--- src/rtl/card_shoe.sv ---
// Multi-deck card shoe: fills NUM_DECKS x 52 card codes, Fisher-Yates shuffles them
// with a free-running Galois LFSR, then deals one registered card per pip.
module card_shoe #(
  parameter int          NUM_DECKS = 1,
  parameter logic [15:0] SEED      = 16'hACE1,
  localparam int         N         = 52 * NUM_DECKS,
  localparam int         IDX_W     = $clog2(N),
  localparam int         CNT_W     = $clog2(N + 1)
) (
  input  logic             clk,
  input  logic             rst_n,
  input  logic             pip,
  input  logic             shuffle,
  output logic [3:0]       number,
  output logic [1:0]       suits,
  output logic             valid,
  output logic             empty,
  output logic             busy,
  output logic [CNT_W-1:0] remaining
);

  localparam logic [15:0]      SEED_EFF = (SEED == 16'h0000) ? 16'hACE1 : SEED;
  localparam logic [IDX_W-1:0] LAST     = IDX_W'(N - 1);
  localparam logic [CNT_W-1:0] N_CNT    = CNT_W'(N);

  typedef enum logic [1:0] {FILL, SHUF, READY} state_t;

  state_t           state;
  logic [15:0]      lfsr;
  logic [15:0]      lfsr_next;
  logic [IDX_W-1:0] k;
  logic [IDX_W-1:0] i;
  logic [IDX_W-1:0] j;
  logic [IDX_W-1:0] ptr;
  logic [5:0]       fill_code;
  logic             fill_en;
  logic             swap_en;
  logic [5:0]       mem [N];

  always_comb begin
    lfsr_next = {1'b0, lfsr[15:1]} ^ (lfsr[0] ? 16'hB400 : 16'h0000);
    j         = lfsr[IDX_W-1:0];
    fill_en   = (state == FILL);
    swap_en   = (state == SHUF) && (j <= i);
  end

  // Card store has no reset: contents are rebuilt by FILL after every reset.
  always_ff @(posedge clk) begin
    if (fill_en) begin
      mem[k] <= fill_code;
    end else if (swap_en) begin
      mem[i] <= mem[j];
      mem[j] <= mem[i];
    end
  end

  always_ff @(posedge clk or negedge rst_n) begin
    if (!rst_n) begin
      state     <= FILL;
      lfsr      <= SEED_EFF;
      k         <= '0;
      i         <= LAST;
      ptr       <= '0;
      fill_code <= 6'd4;
      number    <= '0;
      suits     <= '0;
      valid     <= 1'b0;
      empty     <= 1'b0;
      busy      <= 1'b1;
      remaining <= N_CNT;
    end else begin
      lfsr   <= lfsr_next;
      valid  <= 1'b0;
      number <= '0;
      suits  <= '0;
      case (state)
        FILL: begin
          fill_code <= (fill_code == 6'd55) ? 6'd4 : fill_code + 6'd1;
          k         <= k + IDX_W'(1);
          if (k == LAST) begin
            state <= SHUF;
            i     <= LAST;
            k     <= '0;
          end
        end
        SHUF: begin
          // Candidates above i are rejected; the LFSR supplies a fresh one next cycle.
          if (j <= i) begin
            i <= i - IDX_W'(1);
            if (i == IDX_W'(1)) begin
              state <= READY;
              busy  <= 1'b0;
            end
          end
        end
        READY: begin
          if (shuffle) begin
            state     <= SHUF;
            i         <= LAST;
            ptr       <= '0;
            empty     <= 1'b0;
            remaining <= N_CNT;
            busy      <= 1'b1;
          end else if (pip && !empty) begin
            number    <= mem[ptr][5:2];
            suits     <= mem[ptr][1:0];
            valid     <= 1'b1;
            ptr       <= ptr + IDX_W'(1);
            remaining <= remaining - CNT_W'(1);
            if (remaining == CNT_W'(1)) empty <= 1'b1;
          end
        end
        default: state <= FILL;
      endcase
    end
  end

endmodule
--- config.mk ---
export PLATFORM = sky130hd
export DESIGN_NAME = card_shoe
export DESIGN_NICKNAME = d
export VERILOG_FILES = /design/src/rtl/card_shoe.sv
export SDC_FILE = /design/constraint.sdc
export NUM_CORES = 1
export LEC_CHECK = 0
export ABC_AREA = 1
export BUFFER_PORTS_ARGS = -buffer_cell sky130_fd_sc_hd__buf_2
export CORE_MARGIN = 4
export CORE_UTILIZATION = 25
export CTS_CLUSTER_DIAMETER = 50
export DETAILED_ROUTE_END_ITERATION = 8
export MAX_ROUTING_LAYER = met4
export PLACE_DENSITY_LB_ADDON = 0.1
export SKIP_LAST_GASP = 1
export SLEW_MARGIN = 10
export SYNTH_ARGS = -nofsm -noshare
export SYNTH_HDL_FRONTEND = slang
export SYNTH_SLANG_ARGS = --single-unit
--- constraint.sdc ---
create_clock -name clk -period 10.19 [get_ports clk]
set_clock_uncertainty 0.15 [all_clocks]
set_input_delay 0.5095 -clock clk [delete_from_list [all_inputs] [get_ports clk]]
set_output_delay 0.5095 -clock clk [all_outputs]
set_load 0.05 [all_outputs]
### Word-level counts from Yosys, hierarchy flattened

Memories as Yosys holds them, arrays and structs flattened.
Index checks and enable logic that the tools add are counted.

| storage, ports and cells | value |
|---|---|
| bits of input ports | 4 |
| logic and storage cells | 84 |
| bits in writable memories | 312 |
| memories | 1 |
| output and inout bits | 15 |
| register bits after elaboration | 57 |

| operators by class | value |
|---|---|
| multiplexer cells | 40 |
| bitwise operators | 1 |
| equality and inequality tests | 10 |
| $lt $le $gt $ge | 1 |
| reduce and logical (&&, ||, !) cells | 14 |
| $add $sub $neg | 5 |

Memory list:

| name | words | width | read ports | clocked after memory_dff | wr ports | RTL line | RTL |
|---|---|---|---|---|---|---|---|
| mem | 52 | 6 | 3 | 0 | 2 | 38 | `logic [5:0] mem [N];` |

Operators by type and width:

| cell | count |
|---|---|
| 6-bit two-way mux | 11 |
| 6-bit by 1-bit adder with 6-bit output (second input constant) | 3 |
| 6-bit one-hot mux with 3 select lines | 1 |
| 16-bit two-way mux | 1 |
| 15-bit by 16-bit XOR with 16-bit output | 1 |
| 1-bit two-way mux | 15 |
| 2-bit two-way mux | 7 |
| 6-bit by 1-bit equality test with 1-bit output (second input constant) | 2 |
| 6-bit equality test (second input constant) | 2 |
| 4-bit two-way mux | 3 |
| 4-bit AND reduction | 3 |
| 6-bit by 1-bit subtractor with 6-bit output (second input constant) | 2 |
| 6-bit less-or-equal comparator | 1 |
| 2-bit by 1-bit != test with 1-bit output (second input constant) | 3 |
| 2-bit one-hot mux with 3 select lines | 1 |
| 2-bit nonzero test | 3 |
| 6-bit OR reduction | 1 |
| 3-bit AND reduction | 1 |
| 3-bit nonzero test | 1 |
| 2-bit by 1-bit equality test with 1-bit output (second input constant) | 1 |
| 2-bit equality test (second input constant) | 1 |
| 1-bit logical AND | 2 |
| 2-bit logical NOT | 1 |
| 2-bit != test (second input constant) | 1 |
| other kinds (3) | 3 |

### Longest topological paths before layout

| depth | value |
|---|---|
| depth after elaboration | 7 |
| gate-level depth with buffers | 18 |
| gate-level depth less buffers | 15 |

### Least setup slack after synthesis

Ideal clock, no wire load.

| path | value |
|---|---|
| path kind | register -> register |
| start point | register i[1] |
| end point | memory mem[34][0], enable pin |
| stages on the path, launching flop included | 17 |
| path buffers | 3 |
| clock period less this slack | 3226 ps |
| data required time | 9721 ps |
| setup time | 319 ps |
| slack | 6964 ps |
| data arrival time | 2757 ps |
| path through | dfstp_2 > buf_4 > clkinv_1 > buf_2 > ha_1 > nand2_1 > nand2_1 > nand2_1 > nand3_2 > nand2_4 > nand2_4 > buf_2 > o21ai_0 > nand2_1 > nor2_1 > nand2_1 > nand2_1 |

RTL lines:

| item | RTL line | RTL |
|---|---|---|
| start, declared | 32 | `logic [IDX_W-1:0] i;` |
| start signal, assigned | 89 | `i <= i - IDX_W'(1);` |
| end, declared | 38 |  |

==> impl_results.rst <==
.. list-table::
   :header-rows: 1

   * - Metric
     - Value
   * - Clock-pin slew reported for the worst setup and hold paths after clock tree synthesis
     - 0.06 ns
   * - Clk root buf
     - clkbuf_16
   * - Number of antenna cells inserted
     - 0
   * - X dimension of the die
     - 333 um
   * - Cts bufs inserted
     - 61
   * - Clock latency reported for the late side of the worst-skew pair
     - 0.66 ns
   * - Setup crit end kind
     - flip-flop
   * - Worst min-delay path class
     - in2reg
   * - Count of TritonRoute iterations in the first routing pass
     - 6
   * - Standard cell core area
     - 0.104 sq mm
   * - Worst endpoint data arrival time
     - 5.74 ns
   * - Hold Crit Depth
     - 5
   * - Floorplan die area
     - 0.111 sq mm
   * - List of cells traversed by the critical path
     - buf_4 -> ha_1 -> inv_1 -> nand2_1 -> nand2_1 -> nand2_1 -> nand3_2 -> nand2_4 -> nand2_4 -> inv_1 -> nand2_1 -> nor2_1 -> nand2_2 -> buf_4 -> nand3_1 -> nand2_1
   * - Syn Nets
     - 3785
   * - Cell Rows
     - 118
   * - Post-CTS repair timing setup buffer count
     - 0
   * - Peak fanout along the critical path
     - 77
   * - Highest Clock Rate
     - 182 MHz
   * - Count of H-tree levels built during CTS
     - 2
   * - Static leakage
     - 0.0125 uW
   * - Kind of launch point of the worst setup path
     - flip-flop
   * - Status
     - finished clean
   * - Unique cell type count in the Yosys netlist
     - 38
   * - Number of synthesized flops with an enable pin
     - 312
   * - DRT Wirelength
     - 140000 um
   * - Hpwl dp
     - 87700 um
   * - Most frequent standard cell in the layout excluding fill and tap cells
     - nand2_1
   * - Delay of the slowest critical-path stage
     - 0.94 ns
   * - Routed wirelength normalized by instance count
     - 27.6 um
   * - Global-route wire length before repair
     - 197000 um
   * - Clock sink total
     - 369
   * - Fraction of the yosys area taken by sequential cells
     - 0.409
   * - Combined buffer and inverter count along the critical path
     - 4
   * - Most used cells in the layout excluding fill and tap cells
     - 1353 x nand2_1, 479 x nand3_1, 312 x edfxtp_1
   * - Via count
     - 27200
   * - Initial Utilization
     - 0.254
   * - Global Route Usage Sum
     - 0.250
   * - Cells on worst reg2reg path
     - 16
   * - Antenna violations before repair
     - 0
   * - Worst hold margin
     - 0.133 ns
   * - Worst Max-Slew Pin Slew
     - 1.34 ns
   * - Crit-path leading delay family
     - simple AND/OR/NAND/NOR gates
   * - Proportion of layout cells with a drive suffix above 1
     - 0.0754
   * - Power Dens Cells
     - 361 mW/mm^2
   * - Input/output buffers
     - 18
   * - # placed instances
     - 4951
   * - GR Overflow Total
     - 0
   * - Most common cell type on the critical path
     - nand2_1
   * - Unrepaired setup endpoints after global routing
     - false
   * - Placer's final routability congestion estimate
     - 0.876
   * - CP Class
     - reg2reg
   * - Utilization after layout
     - 0.286
   * - Count of placed standard cells in the final layout, fillers left out
     - 5069
   * - Final nets
     - 3653
   * - Vias in the first global route
     - 25200
   * - Max-slew headroom at the worst pin
     - 0.103
   * - CTS tree
     - done
   * - Mean post-synth cell area
     - 7.01 sq um
   * - Die Span Y
     - 333 um
   * - Final critical-path share of the clock period
     - 0.539
   * - Stages on the worst setup path
     - 16
   * - Largest net degree at the start of global routing
     - 154
   * - DRC violation count after routing
     - 0
   * - Syn Inst Count
     - 3768
   * - Critical-path cell with the highest stage delay
     - dfstp_4
   * - Most used flip-flop cell after synthesis
     - edfxtp_1
   * - Routed vias/inst
     - 5.37
   * - DR iter-0 viols
     - 3327
   * - Shortest period the worst path allows
     - 5.49 ns
   * - Post-synth design cell area
     - 0.0264 sq mm
   * - Boundary Pins
     - 19
   * - IR Drop Worst-Case VDD
     - 316 uV
   * - Post-cts resize count
     - 0
   * - Count of final setup violators
     - 0
   * - Flip-flop and latch count after synthesis
     - 369
   * - Buffers from clock root to sink, at most
     - 3
   * - Area added between synthesis and finish
     - 12.7%
   * - Share of async-settable or async-resettable flops after synthesis
     - 0.154
   * - Yosys warning count
     - 0
   * - Number of max-slew violations in the final report
     - 0
   * - Pwr Total
     - 10700 uW
   * - Number of failing hold endpoints at the final stage
     - 0
   * - Critical path data required time
     - 10.43 ns
   * - Post-Route Setup TNS
     - 0 ns
   * - Max Cap Viol
     - 0
   * - Number of nets still failing antenna checks after routing
     - 0
[per-layer routing]
metal	vias to the layer above	GRT usage	share of wire
li1	12500	-	-
met5	-	-	0
met3	233	0.0350	0.071
met2	1184	0.385	0.44
met4	0	0.0811	0.038
met1	13300	0.338	0.45
[metrics by stage]
step / setup WS [ns] / cell area, sq um
3_5_place_dp: 4.84 / 27600
5_1_grt: 4.51 / 29800
3_3_place_gp: 4.91 / 27600
4_1_cts: 4.81 / 29800
2_1_floorplan: 6.96 / 26400
6_report: 4.70 / 29800
[worst reg2reg max path, delay by kind of cell (launching register included)]
| kind | cells | cell delay [ns] |
|---|---|---|
| buffers and inverters | 4 | 1.66 |
| AND/OR/NAND/NOR | 11 | 2.18 |
| flip-flops | 1 | 0.94 |
| adder cells (fa/ha/maj) | 1 | 0.29 |
[power breakdown]
| part | switching, uW | internal (uW) | total [uW] |
|---|---|---|---|
| Combinational | 4780 | 1350 | 6130 |
| Sequential | 251 | 2160 | 2410 |
| Clock | 859 | 1340 | 2200 |
[Yosys cell counts, types with 8 or more instances]
library cell / instances / share of area
a21oi_1: 184 / 0.035
buf_1: 25 / 0.0036
buf_2: 119 / 0.023
buf_4: 17 / 0.0048
clkbuf_1: 115 / 0.016
clkinv_1: 21 / 0.0030
dfrtp_1: 40 / 0.038
dfstp_2: 17 / 0.017
edfxtp_1: 312 / 0.35
ha_1: 13 / 0.0062
inv_1: 252 / 0.036
inv_2: 20 / 0.0028
nand2_1: 1358 / 0.19
nand3_1: 481 / 0.091
nand4_1: 11 / 0.0026
nor2_1: 133 / 0.019
nor3_1: 16 / 0.0030
nor3_4: 8 / 0.0049
o211ai_1: 242 / 0.069
o21ai_0: 306 / 0.058
o21ai_1: 24 / 0.0045
xor2_1: 10 / 0.0033
[final timing paths]
path | from | end | slack (ns)
setup / recovery | i[0] | mem[27][5] | 4.70
hold / removal | pip | ptr[3] | 0.13
setup reg to reg | i[0] | mem[27][5] | 4.70
hold reg to reg | lfsr[12] | lfsr[11] | 0.20
max in group asynchronous | rst_n | ptr[0] | 8.88
min in group asynchronous | rst_n | lfsr[8] | 0.40
[sequential cells by signal, summed over array words and instances, names as in the netlist]
signal	count
mem	312
lfsr	16
fill_code	6
i	6
k	6
ptr	6
remaining	6
number	4
state	2
suits	2
busy	1
empty	1
valid	1
[cell families after synthesis]
logic type	synth area share
AOI/OAI and AO/OA	0.168
xor gates and xnor gates	0.00331
adders and majority gates	0.00616
buffers and inverters	0.0901
DFF	0.409
and+or+nand+nor	0.323
[cell type report]
class / instances / area [sq um]
Tap cell: 1380 / 1730
Timing Repair Buffer: 84 / 628
Sequential cell: 369 / 10800
Clock inverter: 40 / 427
Multi-Input combinational cell: 2827 / 13400
Clock buffer: 76 / 1700
Inverter: 293 / 1100
Fill cell: 11500 / 74500
[timing repair]
item | CTS | global route
endpoints found under the setup margin | 0 | 0
hold buffers | 2 | 0
hold endpoints to repair | 41 | 0
(Power assumes the default switching activity.)
